**src/rtl/fwd_hazard_unit.sv**
```systemverilog
// Operand forwarding, load-use detection and a single-entry multi-cycle
// scoreboard for the EX/MEM/WB pipeline; all hazard outputs are combinational.
module fwd_hazard_unit #(
  parameter int REG_AW = 5,
  parameter int MC_LAT = 8
) (
  input  logic              clk,
  input  logic              rst,
  input  logic [REG_AW-1:0] ID_rs1,
  input  logic [REG_AW-1:0] ID_rs2,
  input  logic [REG_AW-1:0] ID_rs3,
  input  logic [2:0]        ID_rs_use,
  input  logic [2:0]        ID_rs_fp,
  input  logic [REG_AW-1:0] ID_rd,
  input  logic              ID_rd_we,
  input  logic              ID_rd_fp,
  input  logic              ID_is_mc,
  input  logic [REG_AW-1:0] EX_rs1,
  input  logic [REG_AW-1:0] EX_rs2,
  input  logic [REG_AW-1:0] EX_rs3,
  input  logic [2:0]        EX_rs_fp,
  input  logic [REG_AW-1:0] EX_rd,
  input  logic              EX_reg_wr_en,
  input  logic              EX_freg_wr_en,
  input  logic              EX_is_load,
  input  logic              EX_mc_start,
  input  logic [REG_AW-1:0] MEM_rd,
  input  logic              MEM_reg_wr_en,
  input  logic              MEM_freg_wr_en,
  input  logic [REG_AW-1:0] WB_rd,
  input  logic              WB_reg_wr_en,
  input  logic              WB_freg_wr_en,
  output logic [1:0]        EX_fwd_sel1,
  output logic [1:0]        EX_fwd_sel2,
  output logic [1:0]        EX_fwd_sel3,
  output logic              stall,
  output logic              flush_ex,
  output logic              mc_busy,
  output logic              mc_wb_valid,
  output logic [REG_AW-1:0] mc_wb_rd,
  output logic              mc_wb_fp,
  output logic              mc_err
);

  typedef enum logic [1:0] {ST_IDLE, ST_BUSY, ST_DONE} mc_state_t;

  localparam logic [7:0] CNT_INIT = 8'(MC_LAT - 1);

  mc_state_t         state_reg, state_next;
  logic [7:0]        cnt_reg, cnt_next;
  logic [REG_AW-1:0] pend_rd_reg, pend_rd_next;
  logic              pend_fp_reg, pend_fp_next;
  logic              mc_err_reg, mc_err_next;

  logic [REG_AW-1:0] ex_rs [3];
  logic [REG_AW-1:0] id_rs [3];
  logic [1:0]        fwd_sel [3];
  logic [2:0]        lu_hit;
  logic [2:0]        sb_src_hit;
  logic              sb_dst_hit;
  logic              ex_int_wr, ex_fp_wr;
  logic              pend_nz;
  logic              wb_free;
  logic              busy_int;
  logic              sb_hazard;

  assign ex_rs[0] = EX_rs1;
  assign ex_rs[1] = EX_rs2;
  assign ex_rs[2] = EX_rs3;
  assign id_rs[0] = ID_rs1;
  assign id_rs[1] = ID_rs2;
  assign id_rs[2] = ID_rs3;

  // A load in EX only blocks consumers of a register it will really write.
  assign ex_int_wr = EX_is_load && EX_reg_wr_en && (EX_rd != '0);
  assign ex_fp_wr  = EX_is_load && EX_freg_wr_en;

  // Integer x0 is hardwired, so a pending write to it never blocks anyone.
  assign pend_nz  = pend_fp_reg || (pend_rd_reg != '0);
  assign wb_free  = !WB_reg_wr_en && !WB_freg_wr_en;
  assign busy_int = (state_reg != ST_IDLE) && !rst;

  generate
    for (genvar gi = 0; gi < 3; gi++) begin : g_src
      logic mem_hit, wb_hit;

      assign mem_hit = (EX_rs_fp[gi] ? MEM_freg_wr_en
                                     : (MEM_reg_wr_en && (ex_rs[gi] != '0)))
                       && (MEM_rd == ex_rs[gi]);
      assign wb_hit  = (EX_rs_fp[gi] ? WB_freg_wr_en
                                     : (WB_reg_wr_en && (ex_rs[gi] != '0)))
                       && (WB_rd == ex_rs[gi]);
      assign fwd_sel[gi] = mem_hit ? 2'b01 : (wb_hit ? 2'b10 : 2'b00);

      assign lu_hit[gi] = ID_rs_use[gi]
                          && (ID_rs_fp[gi] ? ex_fp_wr : ex_int_wr)
                          && (id_rs[gi] == EX_rd);

      assign sb_src_hit[gi] = ID_rs_use[gi] && pend_nz
                              && (ID_rs_fp[gi] == pend_fp_reg)
                              && (id_rs[gi] == pend_rd_reg);
    end
  endgenerate

  assign sb_dst_hit = ID_rd_we && pend_nz && (ID_rd_fp == pend_fp_reg)
                      && (ID_rd == pend_rd_reg);

  // Only one multi-cycle op may be in flight, so a second one also waits.
  assign sb_hazard = busy_int && ((|sb_src_hit) || sb_dst_hit || ID_is_mc);

  assign EX_fwd_sel1 = fwd_sel[0];
  assign EX_fwd_sel2 = fwd_sel[1];
  assign EX_fwd_sel3 = fwd_sel[2];
  assign stall       = (|lu_hit) || sb_hazard;
  assign flush_ex    = stall;

  assign mc_busy  = busy_int;
  assign mc_wb_rd = busy_int ? pend_rd_reg : '0;
  assign mc_wb_fp = busy_int && pend_fp_reg;
  assign mc_err   = mc_err_reg;

  always_ff @(posedge clk) begin
    if (rst) begin
      state_reg   <= ST_IDLE;
      cnt_reg     <= '0;
      pend_rd_reg <= '0;
      pend_fp_reg <= 1'b0;
      mc_err_reg  <= 1'b0;
    end else begin
      state_reg   <= state_next;
      cnt_reg     <= cnt_next;
      pend_rd_reg <= pend_rd_next;
      pend_fp_reg <= pend_fp_next;
      mc_err_reg  <= mc_err_next;
    end
  end

  always_comb begin
    state_next   = state_reg;
    cnt_next     = cnt_reg;
    pend_rd_next = pend_rd_reg;
    pend_fp_next = pend_fp_reg;
    mc_err_next  = mc_err_reg;
    mc_wb_valid  = 1'b0;

    if (EX_mc_start && (state_reg != ST_IDLE))
      mc_err_next = 1'b1;

    case (state_reg)
      ST_IDLE: begin
        if (EX_mc_start) begin
          state_next   = ST_BUSY;
          cnt_next     = CNT_INIT;
          pend_rd_next = EX_rd;
          pend_fp_next = EX_freg_wr_en;
        end
      end
      ST_BUSY: begin
        if (cnt_reg == 8'd0)
          state_next = ST_DONE;
        else
          cnt_next = cnt_reg - 8'd1;
      end
      ST_DONE: begin
        // Result only retires when the regular WB port leaves the slot free.
        if (wb_free) begin
          mc_wb_valid = !rst;
          state_next  = ST_IDLE;
        end
      end
      default: state_next = ST_IDLE;
    endcase
  end

endmodule

```
**config.mk**
```make
export PLATFORM = sky130hd
export DESIGN_NAME = fwd_hazard_unit
export DESIGN_NICKNAME = d
export VERILOG_FILES = /design/src/rtl/fwd_hazard_unit.sv
export SDC_FILE = /design/constraint.sdc
export NUM_CORES = 1
export LEC_CHECK = 0
export ABC_AREA = 0
export BUFFER_PORTS_ARGS = -buffer_cell sky130_fd_sc_hd__buf_2
export CAP_MARGIN = 0
export CORE_MARGIN = 8
export CORE_UTILIZATION = 42
export CTS_CLUSTER_DIAMETER = 200
export DETAILED_ROUTE_END_ITERATION = 10
export PLACE_DENSITY = 0.77
export REMOVE_ABC_BUFFERS = 1
export SETUP_SLACK_MARGIN = 0.5
export SYNTH_ARGS = -nofsm -noshare
export SYNTH_HDL_FRONTEND = slang
export SYNTH_SLANG_ARGS = --single-unit
```
**constraint.sdc**
```tcl
create_clock -name clk -period 1.7 [get_ports clk]
set_clock_uncertainty 0.05 [all_clocks]
set_input_delay 0.17 -clock clk [delete_from_list [all_inputs] [get_ports clk]]
set_output_delay 0.17 -clock clk [all_outputs]
set_load 0.005 [all_outputs]
```
* Yosys cells after proc, flatten, opt, wreduce, memory -nomap -nowiden
Index checks and enable logic that the tools add are counted.
** Operators by class
- $add $sub $neg :: 1
- $mul :: 0
- Div/mod/pow operators :: 0
- Order comparisons :: 0
- Equality and inequality tests :: 23
- Shift operators :: 0
- Muxes and demuxes :: 25
- Bitwise operators :: 0
- Reduce and logical (&&, ||, !) cells :: 59
** Operators by type and width (number)
- $eq A5 B5 Y1 :: 13
- $logic_and A1 B1 Y1 :: 38
- $reduce_bool A5 Y1 :: 5
- $mux W2 :: 9
- $mux W8 :: 2
- $pmux W8 S2 :: 1
- $mux W1 :: 11
- $logic_not A8 Y1 :: 1
- $ne A2 B2 Y1 const B :: 4
- $sub A8 B1 Y8 const B :: 1
- $pmux W2 S3 :: 1
- $reduce_and A3 Y1 :: 2
- $reduce_or A3 Y1 :: 2
- $mux W5 :: 1
- $eq A1 B1 Y1 :: 4
- $logic_or A1 B1 Y1 :: 4
- $reduce_bool A2 Y1 :: 2
- $logic_not A1 Y1 :: 3
- $eq A2 B1 Y1 const B :: 1
- $eq A2 B2 Y1 const B :: 1
- $logic_not A2 Y1 :: 1
- $reduce_and A2 Y1 :: 1
** Word-level totals
- Bits in registers :: 17
- Latch bits :: 0
- Memory bits (writable) :: 0
- Memory bits (read-only) :: 0
- Input port bits :: 72
- Output and inout port bits :: 17
- Word-level logic and storage cells :: 113
- Memories kept :: 0

* Depth between registers and ports, before layout
- Depth in word-level cells :: 10
- Depth in mapped cells :: 8
- Mapped depth without buffers :: 7

* Least setup slack after synthesis
OpenSTA, ideal clock, no wires.
- Kind :: register to output
- Start point :: register pend_rd_reg[4]
- End point :: output stall
- Data arrival time :: 1.722 ns
- Required time :: 1.480 ns
- Path slack :: -0.242 ns
- Cell stages (with the launch flop) :: 8
- Path buffers :: 2
- Cell sequence :: dfxtp_1 clkbuf_1 xor2_1 nor4_1 or4_1 o311ai_0 o2111ai_1 buf_4
** Between the ends
- Longest elaborated chain between the ends :: 10
- Elaborated cells on any way between the ends :: 23
- Classes of those cells :: eq/ne: 4; reduce/logical: 19
** RTL lines
- start, declared :: RTL line 51 : logic [REG_AW-1:0] pend_rd_reg, pend_rd_next;
- start signal, assigned :: RTL line 132 : pend_rd_reg <= pend_rd_next;
- $reduce_bool A5 Y1 :: RTL line 79 : assign pend_nz = pend_fp_reg || (pend_rd_reg != '0);
- $logic_or A1 B1 Y1 :: RTL line 79
- $logic_and A1 B1 Y1 :: RTL line 99 : assign sb_src_hit[gi] = ID_rs_use[gi] && pend_nz
- $logic_and A1 B1 Y1 :: RTL line 100 : && (ID_rs_fp[gi] == pend_fp_reg)
- $logic_and A1 B1 Y1 :: RTL line 101 : && (id_rs[gi] == pend_rd_reg);
- $reduce_or A3 Y1 :: RTL line 109 : assign sb_hazard = busy_int && ((|sb_src_hit) || sb_dst_hit || ID_is_mc);
- $logic_or A1 B1 Y1 * (2 in a row) :: RTL line 109
- $logic_and A1 B1 Y1 * :: RTL line 109
- $logic_or A1 B1 Y1 * :: RTL line 114 : assign stall = (|lu_hit) || sb_hazard;
- end, declared :: RTL line 36 : output logic stall,
Every way passes the cells marked *; elsewhere a longest branch is shown, timed or not.

* Worst setup path after layout
- Start point :: register pend_fp_reg
- End point :: output stall
** Between the ends
- Longest elaborated chain between the ends :: 9
- Elaborated cells on any way between the ends :: 22
- Classes of those cells :: eq/ne: 4; reduce/logical: 18
** RTL lines
- start, declared :: RTL line 52 : logic pend_fp_reg, pend_fp_next;
- start signal, assigned :: RTL line 133 : pend_fp_reg <= pend_fp_next;
- $logic_or A1 B1 Y1 :: RTL line 79
- $logic_and A1 B1 Y1 :: RTL line 99
- $logic_and A1 B1 Y1 :: RTL line 100
- $logic_and A1 B1 Y1 :: RTL line 101
- $reduce_or A3 Y1 :: RTL line 109
- $logic_or A1 B1 Y1 * (2 in a row) :: RTL line 109
- $logic_and A1 B1 Y1 * :: RTL line 109
- $logic_or A1 B1 Y1 * :: RTL line 114
Marks and branches as above.

==> results.sh <==
export IMPL_initial_core_util_pct=42.55
export IMPL_reg2reg_depth=6
export IMPL_synth_edf_count=0
export IMPL_final_cells=415
export IMPL_nets=438
export IMPL_syn_cell_area_um2=1802
export IMPL_outcome="complete, but fails checks"
export IMPL_grt_start_max_net_pins=15
export IMPL_synthCells=236
export IMPL_peakVddDrop_mv=0.5122
export IMPL_root_buffer="clkbuf_8"
export IMPL_gp_congestion=0.9157
export IMPL_grt_use_met2_pct=37.71
export IMPL_firstDrtPassIters=4
export IMPL_rsz0062_at_grt="yes"
export IMPL_clk_pin_slew_ns=0.06
export IMPL_cp_startpoint="pend_fp_reg"
export IMPL_clk_latency_ns=0.25
export IMPL_crit_path_top_delay_cell="or4_1"
export IMPL_crit_end="stall"
export IMPL_routed_wl_um=9542
export IMPL_place_hpwl_um=5012
export IMPL_ys_flop_type="dfxtp_1"
export IMPL_critPathMaxStageDelay_ns=0.53
export IMPL_antenna_found_initial=0
export IMPL_min_period_ns=2.180
export IMPL_critPathMaxFanout=7
export IMPL_gr_usage_met3_pct=2.735
export IMPL_drc=0
export IMPL_ant_nets=0
export IMPL_relSlewSlack_pct=71.72
export IMPL_violations="setup timing"
export IMPL_setup_viol=11
export IMPL_cts_made_buffers=3
export IMPL_synth_compound_area_share_pct=10.07
export IMPL_drive_above_1_share_pct=56.20
export IMPL_r2r_start="cnt_reg[5]"
export IMPL_crit_required_ns=1.48
export IMPL_placed_cells_incl_taps=395
export IMPL_drt_iter0_drc=138
export IMPL_largest_reg_flops=8
export IMPL_use_met1_pct=22.70
export IMPL_min_period_over_period_pct=128.3
export IMPL_antenna_cells=0
export IMPL_cts_tree="built"
export IMPL_core_area_um2=4234
export IMPL_post_dp_cell_area_um2=2470
export IMPL_die_area_um2=6641
export IMPL_max_freq_mhz=458.7
export IMPL_path_cells="xnor2_1, nand4_1, nor4_1, or4_1, o311ai_2, o2111ai_1, buf_2"
export IMPL_finalHoldViolations=0
export IMPL_synth_cell_types=32
export IMPL_synthMuxAreaShare_pct=0.5556
export IMPL_ios=89
export IMPL_worst_setup_path_end_kind="output pin"
export IMPL_grt_first_pass_wirelength_um=10640
export IMPL_critical_path_arrival_ns=1.96
export IMPL_grt_overflow=0
export IMPL_numClockSinks=17
export IMPL_min_path_type="input port to flip-flop"
export IMPL_max_slew_worst_pin_slew_ns=0.4198
export IMPL_viasPerCell=5.978
export IMPL_fin_tns_setup_ns=-1.491
export IMPL_maxSlewViolCount=0
export IMPL_total_power_mw=1.970
export IMPL_cts_buffer_depth=2
export IMPL_track_usage_pct=20.08
export IMPL_h_tree_depth=1
export IMPL_setup_ws_ns=-0.4803
export IMPL_synth_avg_cell_area_um2=7.634
export IMPL_worstSetupPathType="flip-flop to output pin"
export IMPL_die_height_um=81.50
export IMPL_post_drt_wl_per_cell_um=22.99
export IMPL_top_usage_layer="met2"
export IMPL_die_width_um=81.50
export IMPL_area_growth_pct=84.72
export IMPL_r2r_setup_slack_ns=-0.10
export IMPL_critPathLaunchType="flip-flop"
export IMPL_yosysSeqAreaShare_pct=18.89
export IMPL_synth_top_family_by_area="XOR/XNOR gates"
export IMPL_ys_warn_count=0
export IMPL_leakagePower_nw=1.447
export IMPL_cap_violations=0
export IMPL_synth_async_sr_flop_share_pct=0
export IMPL_port_buffers=88
export IMPL_r2r_end="cnt_reg[2]"
export IMPL_cts_hold_buf=0
export IMPL_synth_simple_gate_area_share_pct=27.99
export IMPL_stdcell_area_um2=3328
export IMPL_synth_xor_area_share_pct=35.97
export IMPL_grt_pass1_vias=2312
export IMPL_vias=2481
export IMPL_rows=24
export IMPL_synth_seq_cells=17
export IMPL_power_density_nw_per_um2=592.0
export IMPL_synth_fa_ha_area_share_pct=1.389
## routing by layer
metal  wire (µm)  vias up
li1            -     1075
met1        2922     1150
met2        4885      178
met3         835       78
met4         899        0
met5           0        -
## power by group
| group | internal, mW | switching, mW |
|---|---|---|
| sequential | 0.446 | 0.0641 |
| clock | 0.166 | 0.137 |
| combinational | 0.606 | 0.551 |
| total | 1.22 | 0.752 |
## Yosys cell counts, types with 5 or more instances
master | number | area share (%)
a21oi_1 | 15 | 4.2
a22oi_1 | 6 | 2.5
and2_1 | 7 | 2.4
buf_2 | 5 | 1.4
dfxtp_1 | 17 | 19
nand2_1 | 17 | 3.5
nand3_1 | 10 | 2.8
nand4_1 | 5 | 1.7
nor2_1 | 20 | 4.2
nor3_1 | 13 | 3.6
nor4_1 | 12 | 4.2
xnor2_1 | 33 | 16
xor2_1 | 41 | 20
## stage by stage
stage               hold slack, ns  utilization (%)  worst slack, ns
global placement            0.3586            58.33          -0.2412
finish                      0.1790            78.61          -0.4803
global route                0.2005            78.61          -0.5580
detailed placement          0.3819            58.33          -0.2870
CTS                         0.1147            68.94          -0.4021
floorplan                   0.1891                -          -0.1320
## kinds of logic after synthesis
logic type	count (synthesis)
XOR/XNOR	74
flip-flops	17
buffers and inverters	17
AO/OA/AOI/OAI	30
AND/OR/NAND/NOR	95
adder cells (fa/ha/maj)	2
multiplexers	1
## timing repair
action,4_1_cts,5_1_grt
pin swaps,31,34
resized for setup,94,64
gates cloned,0,1
setup buffers,6,9
hold endpoints to repair,0,0
setup endpoints to repair,33,32
## layout by cell type, fill, tap and decap left out, drive strengths merged
cell type  instances
nor2b              2
o21ai              3
nor4b              1
nand4              5
xnor2             33
nor2              20
nor4              12
a21oi             15
nand2b             2
o22ai              1
and2               8
nand3             11
nand2             17
a22oi              6
clkbuf             4
nand3b             1
or4                4
dfxtp             17
xor2              41
nor3              13
inv                4
o2111ai            1
buf              135
o311ai             1
o211ai             1
mux2i              1
a211oi             2
ha                 2
## final cells by class
| class | count | area, µm² |
|---|---|---|
| Multi-Input combinational cell | 203 | 1793 |
| Timing Repair Buffer | 135 | 1041 |
| Fill cell | 253 | 905.9 |
| Sequential cell | 17 | 369.1 |
| Tap cell | 52 | 65.06 |
| Clock buffer | 4 | 45.04 |
| Inverter | 4 | 15.01 |
## worst min path at each step
stage	from	cells past startpoint	end
after floorplan	rst	1	cnt_reg[2]
after global placement	EX_mc_start	3	mc_err
after detailed placement	EX_mc_start	3	mc_err
after CTS	EX_mc_start	3	mc_err
after global routing	EX_rd[3]	3	pend_rd_reg[3]
final	EX_rd[3]	3	pend_rd_reg[3]
## worst max-delay path, delay by kind of cell (launching register included)
family	cells	cell delay, ns
AND/OR/NAND/NOR	3	0.71
flip-flops	1	0.40
AO/OA/AOI/OAI	2	0.27
XOR/XNOR	1	0.17
buffers and inverters	1	0.16
Note: power is estimated with default switching activity, not from simulation.
